==> src/rtl/reset_sequencer.sv <==
// Reset manager: synchronises and debounces reset requests plus PLL lock, then releases domains in staggered order.
// Output latency: one cycle from a registered fault to ASSERT; no flow control, outputs are plain registered levels.
module reset_sequencer #(
  parameter int NUM_SRC           = 4,
  parameter int NUM_DOMAIN        = 3,
  parameter int DEBOUNCE_CYCLES   = 1000000,
  parameter int MIN_ASSERT_CYCLES = 16,
  parameter int HOLDOFF_CYCLES    = 256,
  parameter int STAGGER_CYCLES    = 8
) (
  input  logic                  clock,
  input  logic                  reset,
  input  logic                  locked,
  input  logic [NUM_SRC-1:0]    io_req,
  input  logic [NUM_SRC-1:0]    io_reqMask,
  input  logic                  io_causeClr,
  output logic [NUM_DOMAIN-1:0] io_rstOut,
  output logic                  io_ready,
  output logic [NUM_SRC:0]      io_cause,
  output logic [7:0]            io_resetCount
);

  localparam int CMAX_A = (MIN_ASSERT_CYCLES > HOLDOFF_CYCLES) ? MIN_ASSERT_CYCLES : HOLDOFF_CYCLES;
  localparam int CMAX   = (CMAX_A > STAGGER_CYCLES) ? CMAX_A : STAGGER_CYCLES;
  localparam int CW     = $clog2(CMAX + 1);
  localparam int DW     = $clog2(DEBOUNCE_CYCLES + 1);
  localparam int IW     = (NUM_DOMAIN > 1) ? $clog2(NUM_DOMAIN) : 1;

  typedef enum logic [2:0] {
    ST_ASSERT,
    ST_WAIT_LOCK,
    ST_HOLDOFF,
    ST_RELEASE,
    ST_RUN
  } state_t;

  state_t             state;
  logic [CW-1:0]      cnt;
  logic [IW-1:0]      idx;
  logic               lock_meta;
  logic               lock_s;
  logic               lock_seen;
  logic [NUM_SRC-1:0] req_meta;
  logic [NUM_SRC-1:0] req_s;
  logic [NUM_SRC-1:0] req_db;
  logic [NUM_SRC-1:0] req_act;
  logic [NUM_SRC:0]   cause_set;
  logic               fault;

  always_ff @(posedge clock or negedge reset) begin
    if (!reset) begin
      lock_meta <= 1'b0;
      lock_s    <= 1'b0;
      req_meta  <= '0;
      req_s     <= '0;
    end else begin
      lock_meta <= locked;
      lock_s    <= lock_meta;
      req_meta  <= io_req;
      req_s     <= req_meta;
    end
  end

  for (genvar i = 0; i < NUM_SRC; i++) begin : g_db
    logic [DW-1:0] db_cnt;
    logic          db_q;

    always_ff @(posedge clock or negedge reset) begin
      if (!reset) begin
        db_cnt <= '0;
        db_q   <= 1'b0;
      end else if (req_s[i] == db_q) begin
        db_cnt <= '0;
      end else if (db_cnt == DW'(DEBOUNCE_CYCLES - 1)) begin
        db_q   <= req_s[i];
        db_cnt <= '0;
      end else begin
        db_cnt <= db_cnt + 1'b1;
      end
    end

    assign req_db[i] = db_q;
  end

  // Missing lock straight out of reset is power-up, not a loss worth recording.
  assign req_act   = req_db & io_reqMask;
  assign fault     = !lock_s || (|req_act);
  assign cause_set = {!lock_s && lock_seen, req_act};

  always_ff @(posedge clock or negedge reset) begin
    if (!reset) begin
      state         <= ST_ASSERT;
      cnt           <= '0;
      idx           <= '0;
      lock_seen     <= 1'b0;
      io_rstOut     <= '1;
      io_ready      <= 1'b0;
      io_cause      <= '0;
      io_resetCount <= '0;
    end else begin
      if (lock_s) begin
        lock_seen <= 1'b1;
      end
      io_cause <= (io_causeClr ? '0 : io_cause) | cause_set;

      if (state != ST_ASSERT && fault) begin
        state     <= ST_ASSERT;
        cnt       <= '0;
        idx       <= '0;
        io_rstOut <= '1;
        io_ready  <= 1'b0;
        if (io_resetCount != 8'hFF) begin
          io_resetCount <= io_resetCount + 8'd1;
        end
      end else begin
        case (state)
          ST_ASSERT: begin
            if (fault) begin
              cnt <= '0;
            end else if (cnt == CW'(MIN_ASSERT_CYCLES - 1)) begin
              state <= ST_WAIT_LOCK;
              cnt   <= '0;
            end else begin
              cnt <= cnt + 1'b1;
            end
          end
          ST_WAIT_LOCK: begin
            state <= ST_HOLDOFF;
            cnt   <= '0;
          end
          ST_HOLDOFF: begin
            if (cnt == CW'(HOLDOFF_CYCLES - 1)) begin
              state <= ST_RELEASE;
              cnt   <= '0;
              idx   <= '0;
            end else begin
              cnt <= cnt + 1'b1;
            end
          end
          ST_RELEASE: begin
            // cnt counts down the stagger gap; a bit is released when it reaches zero.
            if (cnt == '0) begin
              io_rstOut[idx] <= 1'b0;
              if (idx == IW'(NUM_DOMAIN - 1)) begin
                state    <= ST_RUN;
                io_ready <= 1'b1;
              end else begin
                idx <= idx + 1'b1;
                cnt <= CW'(STAGGER_CYCLES - 1);
              end
            end else begin
              cnt <= cnt - 1'b1;
            end
          end
          ST_RUN: begin
            io_ready <= 1'b1;
          end
          default: begin
            state <= ST_ASSERT;
          end
        endcase
      end
    end
  end

endmodule
==> config.mk <==
export PLATFORM = sky130hd
export DESIGN_NAME = reset_sequencer
export DESIGN_NICKNAME = d
export VERILOG_FILES = /design/src/rtl/reset_sequencer.sv
export SDC_FILE = /design/constraint.sdc
export NUM_CORES = 1
export LEC_CHECK = 0
export CORE_ASPECT_RATIO = 0.8
export CORE_UTILIZATION = 25
export CTS_CLUSTER_DIAMETER = 200
export DETAILED_ROUTE_END_ITERATION = 10
export SETUP_SLACK_MARGIN = 0.15
export SYNTH_ARGS = -nofsm -noshare
export SYNTH_HDL_FRONTEND = slang
export SYNTH_SLANG_ARGS = --single-unit
==> constraint.sdc <==
create_clock -name clock -period 2.26 [get_ports clock]
set_input_delay 0.339 -clock clock [delete_from_list [all_inputs] [get_ports clock]]
set_output_delay 0.339 -clock clock [all_outputs]
set_load 0.02 [all_outputs]
==> flow_summary.yaml, run 1 <==
floorplan:
  core_sq_um: 24570
  pin_count: 29
  die-height_um: 144.0
  rows: 51
  start_util_pct: 25.66
  die_area_sq_um: 25860
  die_w_um: 179.6
grt:
  grt_pass1_wl_um: 23240
  grt_pass1_vias: 4561
  grt_max_degree: 53
  grt_antenna_before_repair: 0
  grt_overflow: 0
  grt.total_usage_pct: 11.27
timing:
  timing.final.crit_period_ns: 2.103
  max_freq_ghz: 0.4755
  timing.final.crit_share_pct: 93.06
  slew_viol_final: 0
  setup_viol: 0
  fin_skew_ns: 0.01114
  setup_slack_ns: 0.1568
  rsz0062_at_grt: "yes"
  tns_ns: 0
  report.final.hold_viol_count: 0
  worst_pin_slew_ns: 0.5829
  relSlewSlack_pct: 60.78
synthesis:
  synth.yosys.seq_area_share_pct: 50.07
  synth_xor_area_share_pct: 11.39
  syn_nets: 668
  syn_inst: 643
  synthMuxAreaShare_pct: 1.588
  synth_compound_area_share_pct: 6.708
  synth_fa_ha_area_share_pct: 2.580
  ys_seq_elements: 126
  synth_top_family_by_area: "simple AND/OR/NAND/NOR gates"
  yosysUniqueCellTypes: 58
  syn_area_sq_um: 6305
  synth_edf_count: 0
  synth_flop_cell: "dfrtp_1"
  synthArstFlopShare_pct: 100.0
  syn_avg_cell_area_sq_um: 9.805
  synthSimpleGateAreaFrac_pct: 24.53
  synth_warnings: 0
route:
  top_layer: "met4"
  dr_wl_met2_um: 6040
  viasPerCell: 4.601
  final_antenna_net_count: 0
  first_pass_iters: 4
  wl_met3_um: 529
  routed_wl_um: 13740
  wl_met1_um: 7063
  wl_per_cell_um: 13.10
  drc: 0
  via_count: 4826
  drt_iter0_markers: 337
clock_network:
  cts-root-buf: "clkbuf_16"
  path_clk_slew_ns: 0.06
  cts_buffers: 17
  cts_max_level: 4
  clk_latency_ns: 0.42
  cts.sinks: 126
  tritoncts: "done"
  clockBufferDepth: 2
power:
  powerDensity_nw_per_um2: 718.1
  leakage_nw: 3.377
  ir_worst_vdd_mv: 0.5207
setup_path:
  arrival_ns: 2.40
  crit_required_ns: 2.56
  path_max_fanout: 3
  start_kind: "flip-flop"
  end_kind: "flip-flop"
  crit_type: "flip-flop to flip-flop"
cells_and_area:
  final_common_cell: "dfrtp_1"
  final_util_pct: 32.70
  n_antenna_cell: 0
  fin_nets: 743
  drive_gt1_share_pct: 17.24
  area_growth_pct: 27.41
  layoutNonFillerInstCount: 1049
  final_cell_mix: "122 x dfrtp_1, 101 x nor2_1, 44 x nand2_1, 44 x xnor2_1, 44 x buf_4"
  design_area_sq_um: 8033
placed_design:
  placed_cells: 1008
  hpwl_um: 9212
  io_buffers: 28
  place.gp.congestion: 0.7863
  post_dp_cell_area_sq_um: 7219
  preCtsSetupSlack_ns: -0.1409
status:
  outcome: "complete, no violations"
min_path:
  hp-class: "flip-flop to flip-flop"
flow_run:
  maxCapViolCount: 0
[kinds of logic after synthesis]
| group | count (synthesis) |
|---|---|
| AO/OA/AOI/OAI | 61 |
| XOR/XNOR | 82 |
| adder cells (fa/ha/maj) | 13 |
| buffers and inverters | 47 |
| flip-flops | 126 |
| multiplexers | 9 |
| AND/OR/NAND/NOR | 305 |
[power breakdown]
| part | internal, W | switching [W] |
|---|---|---|
| Clock | 0.00176 | 0.00104 |
| Sequential | 0.00232 | 0.0000744 |
| Combinational | 0.000255 | 0.000316 |
| Total | 0.00433 | 0.00143 |
[cell type report]
type,instances,area (sq um)
tap,318,397.9
inverter,26,97.59
timing repair buffer,77,693.2
clock buffer,18,439.2
multi-input combinational,470,3079
sequential,126,3158
fill,2480,16530
clock inverter,14,167.7
[flip-flops by register name, summed over array words and instances, names as in the netlist]
register,cells
cnt,9
g_db.db_cnt,80
g_db.db_q,4
idx,2
io_cause,5
io_ready,1
io_resetCount,8
io_rstOut,3
lock_meta,1
lock_s,1
lock_seen,1
req_meta,4
req_s,4
state,3
[repair_timing]
item | in CTS | in global routing
buffers inserted | 2 | 6
hold endpoints to repair | 48 | 0
endpoints found under the setup margin | 11 | 64
gates resized for setup | 10 | 20
gates cloned | 0 | 0
pin swaps | 2 | 8
hold buffers | 1 | 0
[path summary, 6_finish.rpt]
path	from	to	slack, ns	depth (start not counted)
hold / removal	lock_meta	lock_s	0.35	0
hold reg to reg	lock_meta	lock_s	0.35	0
setup / recovery	cnt[0]	idx[0]	0.16	10
min in group asynchronous	reset	g_db[2].db_cnt[14]	0.44	2
max in group asynchronous	reset	io_rstOut[1]	1.18	3
setup reg to reg	cnt[0]	idx[0]	0.16	10
[cell usage after synthesis, types with 5 or more instances]
| cell | n | area, sq um |
|---|---|---|
| nand3_1 | 39 | 195.2 |
| nor2_1 | 102 | 382.9 |
| and3_1 | 24 | 150.1 |
| and2_1 | 5 | 31.28 |
| dfrtp_1 | 123 | 3078 |
| mux2_2 | 8 | 90.09 |
| or2_2 | 6 | 37.54 |
| nand4_1 | 21 | 131.4 |
| buf_2 | 5 | 25.02 |
| a32oi_1 | 5 | 43.79 |
| inv_1 | 26 | 97.59 |
| nor4_1 | 12 | 75.07 |
| ha_1 | 13 | 162.7 |
| xnor2_1 | 44 | 385.4 |
| xor2_1 | 38 | 332.8 |
| nor3_1 | 18 | 90.09 |
| a21oi_1 | 15 | 75.07 |
| nor4b_1 | 9 | 78.83 |
| clkbuf_1 | 12 | 45.04 |
| nand2_1 | 44 | 165.2 |
| o21ai_0 | 13 | 65.06 |
[per-layer routing]
metal	up-vias	track usage, %
met5	-	0
met1	2367	16.10
met3	8	3.072
met4	0	3.403
li1	2379	-
met2	72	16.47
[per-stage QoR]
step           power, W  hold WS (ns)
2_1_floorplan  0.002703       0.04341
3_3_place_gp   0.002933        0.3233
3_5_place_dp   0.002936        0.3225
4_1_cts        0.005790        0.3457
5_1_grt        0.006020        0.3527
6_report       0.005769        0.3497
[critical path, stage by stage, from the launching register on]
cell and delay (ns):
dfrtp_1 0.38, ha_2 0.19, and3_4 0.17, and3_4 0.18, nand3_2 0.08, inv_2 0.05
ha_4 0.17, nor2_4 0.12, a2111oi_2 0.05, o21bai_1 0.23, mux2_2 0.36
Power figures use the tool's default switching activity.
==> run 2: changes to the inputs <==
--- a/config.mk
+++ b/config.mk
@@ -9,3 +9,3 @@
 export CORE_UTILIZATION = 25
-export CTS_CLUSTER_DIAMETER = 200
+export CTS_CLUSTER_DIAMETER = 100
 export DETAILED_ROUTE_END_ITERATION = 10
--- a/constraint.sdc
+++ b/constraint.sdc
@@ -3,2 +3,2 @@
 set_output_delay 0.339 -clock clock [all_outputs]
-set_load 0.02 [all_outputs]
+set_load 0.05 [all_outputs]
==> flow_summary.yaml, run 2 (synthesized netlist as in run 1, its figures left out) <==
grt:
  grt.total_usage_pct: 11.27
  grt_max_degree: 53
  grt_overflow: 0
  grt_pass1_wl_um: 23240
  grt_pass1_vias: 4561
  grt_antenna_before_repair: 0
min_path:
  hp-class: "flip-flop to flip-flop"
cells_and_area:
  num-fill-cells: 2479
  largest_register: "g_db.db_cnt"
  multi_input_area_sq_um: 3079
  area_growth_pct: 27.35
  top_regs: "g_db.db_cnt: 80 flops, cnt: 9 flops, io_resetCount: 8 flops"
  final_cell_mix: "122 x dfrtp_1, 101 x nor2_1, 44 x nand2_1, 44 x xnor2_1, 44 x buf_4"
  largest_reg_flops: 80
  final_common_cell: "dfrtp_1"
  layoutNonFillerInstCount: 1049
  drive_gt1_share_pct: 17.24
  design_area_sq_um: 8029
  seqCellArea_sq_um: 3158
  fin_nets: 743
  n_antenna_cell: 0
  final_util_pct: 32.68
floorplan:
  die-height_um: 144.0
  rows: 51
  pin_count: 29
  start_util_pct: 25.66
  die_w_um: 179.6
  die_area_sq_um: 25860
  core_sq_um: 24570
setup_path:
  crit_required_ns: 2.56
  start_kind: "flip-flop"
  path_max_fanout: 3
  crit_type: "flip-flop to flip-flop"
  ff2ff_setup_slack_ns: 0.16
  end_kind: "flip-flop"
  arrival_ns: 2.40
clock_network:
  cts_max_level: 4
  clockBufferDepth: 2
  path_clk_slew_ns: 0.06
  clk_latency_ns: 0.42
  tritoncts: "done"
  cts-root-buf: "clkbuf_16"
  cts.sinks: 126
  cts_buffers: 17
timing:
  fin_skew_ns: 0.01114
  setup_viol: 0
  relSlewSlack_pct: 60.78
  timing.final.crit_period_ns: 2.103
  max_freq_ghz: 0.4755
  slew_viol_final: 0
  report.final.hold_viol_count: 0
  rsz0062_at_grt: "yes"
  setup_slack_ns: 0.1568
  worst_pin_slew_ns: 0.5829
  worst_hold_slack_ns: 0.3497
  timing.final.crit_share_pct: 93.06
route:
  top_layer: "met4"
  drt_iter0_markers: 337
  via_count: 4826
  wl_per_cell_um: 13.10
  drc: 0
  wl_met1_um: 7065
  routed_wl_um: 13740
  first_pass_iters: 4
  viasPerCell: 4.601
  wl_met3_um: 529
  final_antenna_net_count: 0
  dr_wl_met2_um: 6039
power:
  leakage_nw: 3.370
  powerDensity_nw_per_um2: 720.4
  ir_worst_vdd_mv: 0.5207
placed_design:
  post_dp_cell_area_sq_um: 7219
  hpwl_um: 9212
  io_buffers: 28
  placed_cells: 1008
  place.gp.congestion: 0.7863
  preCtsSetupSlack_ns: -0.1409
flow_run:
  maxCapViolCount: 0
status:
  outcome: "complete, no violations"
## run 2: critical path: stages, from the launching register on
cell and delay, ns:
dfrtp_1 0.38, ha_2 0.19, and3_4 0.17, and3_4 0.18
nand3_2 0.08, inv_2 0.05, ha_4 0.17, nor2_4 0.12
a2111oi_2 0.05, o21bai_1 0.23, mux2_2 0.36
## run 2: power by group
part           switching, W  internal [W]  leakage (nW)  total [W]
combinational      0.000332      0.000255          1.38   0.000586
clock               0.00104       0.00176         0.292    0.00281
sequential        0.0000744       0.00232          1.70    0.00239
total               0.00145       0.00433          3.37    0.00578
## run 2: area by class of cell
type,count,area share [%]
tap,318,4.956
inverter,26,1.216
timing repair buffer,77,8.587
sequential,126,39.33
clock buffer,18,5.470
clock inverter,14,2.088
multi-input combinational,470,38.35
## run 2: stage by stage
stage	setup TNS [ns]	power, W
5_1_grt	0	0.006035
3_5_place_dp	-0.5958	0.002951
3_3_place_gp	-0.3606	0.002948
4_1_cts	0	0.005805
2_1_floorplan	0	0.002718
6_report	0	0.005784
## run 2: layer usage
metal	track usage [%]	vias up
li1	-	2379
met1	16.10	2367
met2	16.47	72
met3	3.072	8
met4	3.403	0
met5	0	-
## run 2: path summary, 6_finish.rpt
path                       startpoint                 end  cells past startpoint
max in group asynchronous       reset        io_rstOut[1]                      3
max reg2reg                    cnt[0]              idx[0]                     10
max                            cnt[0]              idx[0]                     10
min in group asynchronous       reset  g_db[2].db_cnt[14]                      2
min                         lock_meta              lock_s                      0
min reg2reg                 lock_meta              lock_s                      0
## run 2: what timing repair did
| item | CTS | global route |
|---|---|---|
| gates resized for setup | 13 | 20 |
| buffers inserted | 2 | 6 |
| endpoints found under the setup margin | 14 | 64 |
| pin swaps | 2 | 8 |
| hold endpoints to repair | 48 | 0 |
| hold buffers | 1 | 0 |
==> run 3: changes to the inputs <==
--- a/config.mk
+++ b/config.mk
@@ -8,5 +8,7 @@
 export CORE_ASPECT_RATIO = 0.8
-export CORE_UTILIZATION = 25
+export CORE_UTILIZATION = 55
 export CTS_CLUSTER_DIAMETER = 100
 export DETAILED_ROUTE_END_ITERATION = 10
+export PLACE_DENSITY = 0.77
+export RECOVER_POWER = 50
 export SETUP_SLACK_MARGIN = 0.15
--- a/constraint.sdc
+++ b/constraint.sdc
@@ -3,2 +3,2 @@
 set_output_delay 0.339 -clock clock [all_outputs]
-set_load 0.05 [all_outputs]
+set_load 0.005 [all_outputs]
==> flow_summary.yaml, run 3 (synthesized netlist as in run 1, its figures left out) <==
grt:
  gr-usage-met2_pct: 41.04
  grt_pass1_vias: 4953
  busiest_layer: "met2"
  grt.total_usage_pct: 25.69
  grt_overflow: 0
  grt_antenna_before_repair: 0
  met3_usage_pct: 5.724
  grt_max_degree: 49
  grt_use_met1_pct: 33.69
  grt_pass1_wl_um: 23720
setup_path:
  crit_buf_inv: 2
  crit_chain: "ha_4, and3_4, and3_4, nand3_4, inv_2, ha_4, nor2_4, nand3_2, buf_4, a21oi_1, o21ai_0, a21oi_1"
  crit_required_ns: 2.58
  start_kind: "flip-flop"
  end_kind: "flip-flop"
  path_max_fanout: 3
  cp_top_family: "simple AND/OR/NAND/NOR gates"
  r2r-start: "cnt[0]"
  arrival_ns: 2.58
  cp-startpoint: "cnt[0]"
  crit_type: "flip-flop to flip-flop"
  slowest_delay_ns: 0.43
  slowest_stage: "dfrtp_1"
cells_and_area:
  final_common_cell: "dfrtp_1"
  final_util_pct: 71.60
  drive_gt1_share_pct: 18.14
  num-fill-cells: 752
  largest_register: "g_db.db_cnt"
  final_cell_mix: "123 x dfrtp_1, 100 x nor2_1, 44 x xnor2_1, 43 x nand2_1"
  top_regs: "g_db.db_cnt: 80 flops, cnt: 9 flops, io_resetCount: 8 flops"
  fin_nets: 745
  largest_reg_flops: 80
  layoutNonFillerInstCount: 877
  area_growth_pct: 25.12
  n_antenna_cell: 0
  multi_input_area_sq_um: 3138
  seqCellArea_sq_um: 3157
floorplan:
  die_w_um: 121.7
  pin_count: 29
  die-height_um: 97.77
  die_area_sq_um: 11900
  rows: 34
  core_sq_um: 11020
  start_util_pct: 57.22
power:
  powerDensity_nw_per_um2: 741.0
  sequentialPowerShare_pct: 40.8
  leakage_nw: 3.399
  share_comb_of_total_power_pct: 11.1
  switching_share_pct: 24.73
  p_clk_share_pct: 48.1
  ir_worst_vdd_mv: 0.5348
  p_int_w: 0.004400
  p_sw_w: 0.001446
route:
  viasPerCell: 5.862
  wl_per_cell_um: 16.90
  drc: 0
  routed_wl_um: 14820
  first_pass_iters: 6
  drt_iter0_markers: 321
  via_count: 5141
  final_antenna_net_count: 0
clock_network:
  tritoncts: "done"
  clockBufferDepth: 2
  cts_buffers: 17
  path_clk_slew_ns: 0.06
  cts-root-buf: "clkbuf_16"
  clk_latency_ns: 0.41
  cts_max_level: 4
  cts.sinks: 126
status:
  outcome: "complete, no violations"
timing:
  setup_slack_ns: 0.002830
  max_freq_ghz: 0.4430
  worst_pin_slew_ns: 1.203
  fin_skew_ns: 0.006094
  report.final.hold_viol_count: 0
  relSlewSlack_pct: 19.80
  slew_viol_final: 0
  setup_viol: 0
  timing.final.crit_period_ns: 2.257
  rsz0062_at_grt: "yes"
  timing.final.crit_share_pct: 99.87
placed_design:
  placed_cells: 829
  place.gp.congestion: 0.8828
  hpwl_um: 9095
  preCtsSetupSlack_ns: -0.05176
  io_buffers: 28
min_path:
  hp-class: "flip-flop to flip-flop"
  min-delay-start: "req_meta[1]"
flow_run:
  maxCapViolCount: 0
-- run 3: layout make-up --
| class | count | area share [%] |
|---|---|---|
| Clock buffer | 19 | 5.741 |
| Clock inverter | 13 | 2.078 |
| Inverter | 26 | 1.301 |
| Multi-Input combinational cell | 471 | 39.78 |
| Sequential cell | 126 | 40.02 |
| Tap cell | 144 | 2.284 |
| Timing Repair Buffer | 78 | 8.803 |
-- run 3: repair_timing --
action / in CTS / in global routing
setup endpoints to repair: 11 / 54
buffers inserted: 6 / 6
cloned: 1 / 2
pin swaps: 6 / 16
endpoints found under the hold margin: 44 / 0
gates resized for setup: 23 / 25
hold buffers: 1 / 0
-- run 3: through the flow --
| step | power, W | hold slack (ns) | TNS, ns | cell area (sq um) |
|---|---|---|---|---|
| final | 0.005846 | 0.3482 | 0 | 7889 |
| after global placement | 0.002899 | 0.3343 | 0 | 6973 |
| after floorplan | 0.002695 | 0.04341 | 0 | 6316 |
| after detailed placement | 0.002915 | 0.3363 | -0.08639 | 6973 |
| after CTS | 0.005797 | 0.3487 | 0 | 7739 |
| after global routing | 0.006048 | 0.3550 | -0.2707 | 7889 |
-- run 3: power by group through the flow --
stage | Sequential, W | Clock, W | Combinational (W)
after global placement | 0.00242 | 0 | 0.000483
after detailed placement | 0.00242 | 0 | 0.000496
after floorplan | 0.00240 | 0 | 0.000300
after CTS | 0.00238 | 0.00284 | 0.000570
after global routing | 0.00239 | 0.00296 | 0.000697
final | 0.00238 | 0.00281 | 0.000647
-- run 3: path summary, 6_finish.rpt --
check,cells after the start,slack (ns),endpoint
max reg2reg,12,0.003,cnt[4]
max in group asynchronous,3,0.38,io_rstOut[1]
min in group asynchronous,2,0.70,g_db[3].db_cnt[15]
max,12,0.003,cnt[4]
min reg2reg,0,0.35,req_s[1]
min,0,0.35,req_s[1]
-- run 3: per-layer routing --
metal | vias to the layer above | wire [um]
li1 | 2401 | -
met1 | 2474 | 6220
met2 | 224 | 7245
met3 | 42 | 1015
met4 | 0 | 338
met5 | - | 0
